## config.mk

```make
export PLATFORM = sky130hd
export DESIGN_NAME = dsp_mac_pipe
export DESIGN_NICKNAME = d
export VERILOG_FILES = /design/src/rtl/dsp_mac_pipe.sv
export SDC_FILE = /design/constraint.sdc
export NUM_CORES = 2
export LEC_CHECK = 0
export ABC_AREA = 1
export CORE_ASPECT_RATIO = 1.5
export CORE_UTILIZATION = 50
export CTS_CLUSTER_SIZE = 30
export DETAILED_ROUTE_END_ITERATION = 7
export PLACE_DENSITY = 0.67
export SYNTH_ARGS = -nofsm -noshare
export SYNTH_HDL_FRONTEND = slang
export SYNTH_SLANG_ARGS = --single-unit
```

## constraint.sdc

```tcl
create_clock -name clock -period 7.3 [get_ports clock]
set_input_delay 1.46 -clock clock [delete_from_list [all_inputs] [get_ports clock]]
set_output_delay 1.46 -clock clock [all_outputs]
set_load 0.03 [all_outputs]
```

## src/rtl/dsp_mac_pipe.sv

```systemverilog
// Pipelined multiply-accumulate core with NUM_CH time-multiplexed accumulators.
// Four stages: operand capture, product, accumulate/saturate, round/shift output.
module dsp_mac_pipe #(
    parameter  int A_WIDTH     = 20,
    parameter  int B_WIDTH     = 18,
    parameter  int ACC_WIDTH   = 38,
    parameter  int SHIFT_WIDTH = 6,
    parameter  int NUM_CH      = 2,
    localparam int CH_W        = (NUM_CH > 1) ? $clog2(NUM_CH) : 1
) (
    input  logic                   clock,
    input  logic                   reset_n,
    input  logic                   valid_i,
    input  logic [CH_W-1:0]        ch_i,
    input  logic [A_WIDTH-1:0]     a_i,
    input  logic [B_WIDTH-1:0]     b_i,
    input  logic                   unsigned_a,
    input  logic                   unsigned_b,
    input  logic                   load_acc,
    input  logic                   subtract,
    input  logic                   saturate_enable,
    input  logic [SHIFT_WIDTH-1:0] shift_right,
    input  logic                   round,
    output logic                   valid_o,
    output logic [CH_W-1:0]        ch_o,
    output logic [ACC_WIDTH-1:0]   z_o,
    output logic                   sat_o,
    output logic [B_WIDTH-1:0]     dly_b_o
);

    localparam int P_WIDTH = A_WIDTH + B_WIDTH + 2;
    // Wide enough that base +/- product is always exact, so overflow is a plain range test.
    localparam int W_WIDTH = ((P_WIDTH > ACC_WIDTH) ? P_WIDTH : ACC_WIDTH) + 2;

    localparam logic [ACC_WIDTH-1:0] ACC_MAX = {1'b0, {(ACC_WIDTH-1){1'b1}}};
    localparam logic [ACC_WIDTH-1:0] ACC_MIN = {1'b1, {(ACC_WIDTH-1){1'b0}}};

    // S1 registers
    logic                   r_v1;
    logic [CH_W-1:0]        r_ch1;
    logic [A_WIDTH-1:0]     r_a1;
    logic [B_WIDTH-1:0]     r_b1;
    logic                   r_ua1;
    logic                   r_ub1;
    logic                   r_load1;
    logic                   r_sub1;
    logic                   r_sate1;
    logic [SHIFT_WIDTH-1:0] r_shift1;
    logic                   r_round1;

    // S2 registers
    logic                   r_v2;
    logic [CH_W-1:0]        r_ch2;
    logic [P_WIDTH-1:0]     r_p2;
    logic                   r_load2;
    logic                   r_sub2;
    logic                   r_sate2;
    logic [SHIFT_WIDTH-1:0] r_shift2;
    logic                   r_round2;

    // S3 registers
    logic                   r_v3;
    logic [CH_W-1:0]        r_ch3;
    logic [ACC_WIDTH-1:0]   r_acc3;
    logic                   r_sat3;
    logic                   r_sate3;
    logic [SHIFT_WIDTH-1:0] r_shift3;
    logic                   r_round3;

    logic [ACC_WIDTH-1:0]   r_acc [NUM_CH];

    logic                   w_ch_ok;
    logic [P_WIDTH-1:0]     w_a_x;
    logic [P_WIDTH-1:0]     w_b_x;
    logic [P_WIDTH-1:0]     w_prod;

    logic [ACC_WIDTH-1:0]   w_acc_rd;
    logic [W_WIDTH-1:0]     w_p_wide;
    logic [W_WIDTH-1:0]     w_base;
    logic [W_WIDTH-1:0]     w_sum;
    logic                   w_p_ovf;
    logic                   w_sum_ovf;
    logic                   w_ovf;
    logic [ACC_WIDTH-1:0]   w_acc_new;
    logic                   w_sat_new;

    logic                   w_shift_big;
    logic [ACC_WIDTH:0]     w_half;
    logic [ACC_WIDTH:0]     w_rnd;
    logic                   w_rnd_ovf;
    logic signed [ACC_WIDTH-1:0] w_rsat;
    logic signed [ACC_WIDTH-1:0] w_shr;
    logic [ACC_WIDTH-1:0]   w_z;

    // ---------------- S1: capture ----------------
    assign w_ch_ok = (32'(ch_i) < NUM_CH);

    always_ff @(posedge clock or negedge reset_n) begin
        if (!reset_n) begin
            r_v1     <= 1'b0;
            r_ch1    <= '0;
            r_a1     <= '0;
            r_b1     <= '0;
            r_ua1    <= 1'b0;
            r_ub1    <= 1'b0;
            r_load1  <= 1'b0;
            r_sub1   <= 1'b0;
            r_sate1  <= 1'b0;
            r_shift1 <= '0;
            r_round1 <= 1'b0;
        end else begin
            r_v1     <= valid_i && w_ch_ok;
            r_ch1    <= ch_i;
            r_a1     <= a_i;
            r_b1     <= b_i;
            r_ua1    <= unsigned_a;
            r_ub1    <= unsigned_b;
            r_load1  <= load_acc;
            r_sub1   <= subtract;
            r_sate1  <= saturate_enable;
            r_shift1 <= shift_right;
            r_round1 <= round;
        end
    end

    always_ff @(posedge clock or negedge reset_n) begin
        if (!reset_n) begin
            dly_b_o <= '0;
        end else if (valid_i) begin
            dly_b_o <= b_i;
        end
    end

    // ---------------- S2: product ----------------
    // Both operands taken to the full product width; low P bits of the product are exact.
    assign w_a_x  = {{(P_WIDTH-A_WIDTH){~r_ua1 & r_a1[A_WIDTH-1]}}, r_a1};
    assign w_b_x  = {{(P_WIDTH-B_WIDTH){~r_ub1 & r_b1[B_WIDTH-1]}}, r_b1};
    assign w_prod = w_a_x * w_b_x;

    always_ff @(posedge clock or negedge reset_n) begin
        if (!reset_n) begin
            r_v2     <= 1'b0;
            r_ch2    <= '0;
            r_p2     <= '0;
            r_load2  <= 1'b0;
            r_sub2   <= 1'b0;
            r_sate2  <= 1'b0;
            r_shift2 <= '0;
            r_round2 <= 1'b0;
        end else begin
            r_v2     <= r_v1;
            r_ch2    <= r_ch1;
            r_p2     <= w_prod;
            r_load2  <= r_load1;
            r_sub2   <= r_sub1;
            r_sate2  <= r_sate1;
            r_shift2 <= r_shift1;
            r_round2 <= r_round1;
        end
    end

    // ---------------- S3: accumulate ----------------
    assign w_acc_rd = r_acc[r_ch2];
    assign w_p_wide = {{(W_WIDTH-P_WIDTH){r_p2[P_WIDTH-1]}}, r_p2};
    assign w_base   = r_load2 ? '0 : {{(W_WIDTH-ACC_WIDTH){w_acc_rd[ACC_WIDTH-1]}}, w_acc_rd};
    assign w_sum    = r_sub2 ? (w_base - w_p_wide) : (w_base + w_p_wide);

    // In range iff every bit from the accumulator sign bit upward agrees.
    assign w_p_ovf   = !((&w_p_wide[W_WIDTH-1:ACC_WIDTH-1]) || !(|w_p_wide[W_WIDTH-1:ACC_WIDTH-1]));
    assign w_sum_ovf = !((&w_sum[W_WIDTH-1:ACC_WIDTH-1]) || !(|w_sum[W_WIDTH-1:ACC_WIDTH-1]));
    assign w_ovf     = w_p_ovf | w_sum_ovf;

    assign w_acc_new = (w_ovf && r_sate2) ? (w_sum[W_WIDTH-1] ? ACC_MIN : ACC_MAX)
                                          : w_sum[ACC_WIDTH-1:0];
    assign w_sat_new = w_ovf & r_sate2;

    always_ff @(posedge clock or negedge reset_n) begin
        if (!reset_n) begin
            for (int i = 0; i < NUM_CH; i++) begin
                r_acc[i] <= '0;
            end
        end else if (r_v2) begin
            r_acc[r_ch2] <= w_acc_new;
        end
    end

    always_ff @(posedge clock or negedge reset_n) begin
        if (!reset_n) begin
            r_v3     <= 1'b0;
            r_ch3    <= '0;
            r_acc3   <= '0;
            r_sat3   <= 1'b0;
            r_sate3  <= 1'b0;
            r_shift3 <= '0;
            r_round3 <= 1'b0;
        end else begin
            r_v3     <= r_v2;
            r_ch3    <= r_ch2;
            r_acc3   <= w_acc_new;
            r_sat3   <= w_sat_new;
            r_sate3  <= r_sate2;
            r_shift3 <= r_shift2;
            r_round3 <= r_round2;
        end
    end

    // ---------------- S4: round, shift, output ----------------
    // Shifts of the full width or more collapse to the sign fill, so no rounding is applied.
    assign w_shift_big = (32'(r_shift3) >= ACC_WIDTH);
    assign w_half      = (r_round3 && (r_shift3 != '0) && !w_shift_big)
                         ? ({{ACC_WIDTH{1'b0}}, 1'b1} << (r_shift3 - SHIFT_WIDTH'(1)))
                         : '0;
    assign w_rnd       = {r_acc3[ACC_WIDTH-1], r_acc3} + w_half;
    assign w_rnd_ovf   = w_rnd[ACC_WIDTH] ^ w_rnd[ACC_WIDTH-1];
    assign w_rsat      = (w_rnd_ovf && r_sate3) ? ACC_MAX : w_rnd[ACC_WIDTH-1:0];
    assign w_shr       = w_rsat >>> r_shift3;
    assign w_z         = w_shift_big ? {ACC_WIDTH{r_acc3[ACC_WIDTH-1]}} : w_shr;

    always_ff @(posedge clock or negedge reset_n) begin
        if (!reset_n) begin
            valid_o <= 1'b0;
            ch_o    <= '0;
            z_o     <= '0;
            sat_o   <= 1'b0;
        end else begin
            valid_o <= r_v3;
            if (r_v3) begin
                ch_o  <= r_ch3;
                z_o   <= w_z;
                sat_o <= r_sat3 | (w_rnd_ovf & r_sate3);
            end
        end
    end

endmodule
```

==> results.toml <==
[worst_hold_path]
hold_depth = 0
hold_class = "flop to flop"

[global_route]
grt_pass1_wl_um = 148000
grt_util_met3_pct = 2.05
grt_pass1_vias = 29300
grt_use_met1_pct = 29.3
use_met2_pct = 54.0
busiest_layer = "met2"
grt-ovfl-total = 0
grt_max_degree = 136
grt_use_total_pct = 28.0
antenna_found_initial = 1

[sta]
fin_crit_sh_pct = 93.6
setup_tns_ns = 0
tightestPinTransition_ns = 0.988
fmax_mhz = 146
fin_crit_ns = 6.83
relSlewSlack_pct = 33.7
timing.hold.ws_ns = 0.341
rsz0062_at_grt = "no"
finalClockSkew_ns = 0.0334
setup_viol = 0
hold_violations = 0
fin_ws_ns = 0.470
drv_slew = 0

[critical_path]
cp.arrival_ns = 7.35
cp_data_required_time_ns = 7.82
cp_max_fo = 13
critPathCaptureType = "flop"
start_kind = "flop"
timing_worst_setup_path_type = "flop to flop"
ff2ff_path_depth = 24

[synthesis]
synth_edf_count = 0
syn_avg_cell_area_um2 = 7.63
synth-main-ff-cell = "dfrtp_1"
synth_cell_types = 52
yosysSeqAreaShare_pct = 21.7
async_reset_ff_share_pct = 100
postSynthCellCount = 4351
synth_nets = 5007
ys_warn_count = 0
syn_area_um2 = 33200
ys_seq_elements = 288

[drt]
drt-total-wl_um = 92800
via_per_inst = 5.25
drt_iter0_markers = 1676
drtAntennaViolNets = 0
routedWlPerCell_um = 17.5
num_vias = 27900
dr.pass1.iters = 6
drc = 0

[clock_network]
cts_buffers = 31
clk_latency_ns = 0.62
clock_sinks = 288
ctsHtreeMaxLevel = 1
cts_setup_buffers = 0
clockRootBuffer = "clkbuf_16"
cts_max_path_buffers = 3
path_clk_slew_ns = 0.07
ctsHoldBuffers = 0
tritoncts = "built"

[floorplan]
dieHeight_um = 318
initial_core_util_pct = 50.6
die_x_um = 212
io_pins = 113
die_area_um2 = 67500
placementRows = 115
core_area_um2 = 65600

[placed_design]
port_buffers = 112
place_hpwl_um = 77200
gp_congestion = 1.01
dp_slack_ns = 0.232

[finish]
diodes = 0
syn_to_final_growth_pct = 10.0
drive_gt1_share_pct = 4.99
nets = 5063

[outcome]
status = "finished, final reports clean"

[flow_run]
maxCapViolCount = 0
-- layer usage --
layer / vias to the layer above / wire length (um)
met4: 0 / 5820
met3: 236 / 2540
met1: 13600 / 33500
met5: - / 0
met2: 597 / 50900
li1: 13400 / -
-- layout by cell type, fill, tap and decap left out, types with 6 or more instances in the layout --
| cell | n |
|---|---|
| nand2_1 | 1229 |
| inv_1 | 794 |
| fa_1 | 406 |
| nand3_1 | 308 |
| dfrtp_1 | 279 |
| nor2_1 | 248 |
| a21oi_1 | 226 |
| ha_1 | 196 |
| clkdlybuf4s50_1 | 111 |
| buf_4 | 91 |
| xor2_1 | 82 |
| o21ai_0 | 78 |
| xnor2_1 | 71 |
| nor3_1 | 46 |
| clkbuf_16 | 31 |
| a31oi_1 | 30 |
| mux2_2 | 18 |
| o21a_1 | 16 |
| nand2_4 | 15 |
| nor4_1 | 14 |
| o21bai_1 | 12 |
| nand4_1 | 11 |
| dfrtp_2 | 9 |
| or2_2 | 7 |
| o221ai_1 | 7 |
| o22a_1 | 6 |
-- cells in the mapped netlist, types with 16 or more instances --
master    count  area (um2)
nand2_1    1229        4610
inv_1       794        2980
fa_1        406        8130
nand3_1     309        1550
dfrtp_1     288        7210
nor2_1      248         931
a21oi_1     227        1140
ha_1        196        2450
clkbuf_1    122         458
xor2_1       82         718
o21ai_0      78         390
xnor2_1      71         622
nor3_1       46         230
buf_1        41         154
a31oi_1      31         194
mux2_2       18         203
buf_2        17        85.1
o21a_1       16         120
-- timing repair --
action	CTS	global route
gates resized for setup	0	12
setup endpoints to repair	0	3
hold endpoints to repair	0	0
-- cell type report --
| class | count | area (um2) |
|---|---|---|
| well taps | 877 | 1100 |
| clock buffers | 40 | 860 |
| multi-input cells | 3078 | 22300 |
| clock inverters | 17 | 203 |
| repair buffers | 206 | 1870 |
| fillers | 6411 | 29100 |
| flip-flops and latches | 288 | 7220 |
| inverters | 802 | 3010 |
-- flip-flops by register name, summed over array words and instances, names as in the netlist, 18 cells and up --
register and flops:
r_acc 76, r_p2 40, r_acc3 38, z_o 38, r_a1 20, dly_b_o 18
r_b1 18
-- cell families after synthesis --
group,synth area share (%)
other,0.0113
XOR/XNOR,4.17
flip-flops,21.7
AO/OA/AOI/OAI,6.66
multiplexers,0.610
buffers and inverters,11.3
adder cells (fa/ha/maj),31.9
AND/OR/NAND/NOR,23.7
-- critical path: stages (launching register included) --
cell and delay [ns]:
dfrtp_2 0.51, buf_4 0.21, nand2_1 0.14, nor2_1 0.09, buf_4 0.17, fa_1 0.43
inv_1 0.21, fa_1 0.45, inv_1 0.12, fa_1 0.51, buf_4 0.24, fa_1 0.51
inv_1 0.06, fa_1 0.54, inv_1 0.05, fa_1 0.49, ha_1 0.32, ha_1 0.37
nand2_1 0.09, nor2_1 0.15, nand2_1 0.13, nor4_1 0.34, nand3_1 0.18, o2111ai_1 0.23
xor2_1 0.18
-- stage by stage --
| step | util (%) | area [um2] | instances |
|---|---|---|---|
| finish | 55.7 | 36500 | 5308 |
| global placement | 54.0 | 35400 | 5251 |
| global route | 55.7 | 36500 | 5308 |
| CTS | 55.6 | 36500 | 5308 |
| detailed placement | 54.0 | 35400 | 5251 |
| floorplan | - | 33200 | 4351 |
-- final timing paths --
| check | startpoint | slack [ns] | end |
|---|---|---|---|
| worst max register to register | r_b1[1]$_DFF_PN0_ | 0.47 | r_p2[38]$_DFF_PN0_ |
| max in group asynchronous | reset_n | 5.10 | r_b1[4]$_DFF_PN0_ |
| worst min-delay path | r_round1$_DFF_PN0_ | 0.34 | r_round2$_DFF_PN0_ |
| min in group asynchronous | reset_n | 0.86 | z_o[15]$_DFFE_PN0P_ |
| worst min register to register | r_round1$_DFF_PN0_ | 0.34 | r_round2$_DFF_PN0_ |
| worst max-delay path | r_b1[1]$_DFF_PN0_ | 0.47 | r_p2[38]$_DFF_PN0_ |
Power is not shown: default switching activity piles up to over one toggle a cycle in this logic, so the estimate is an artifact.
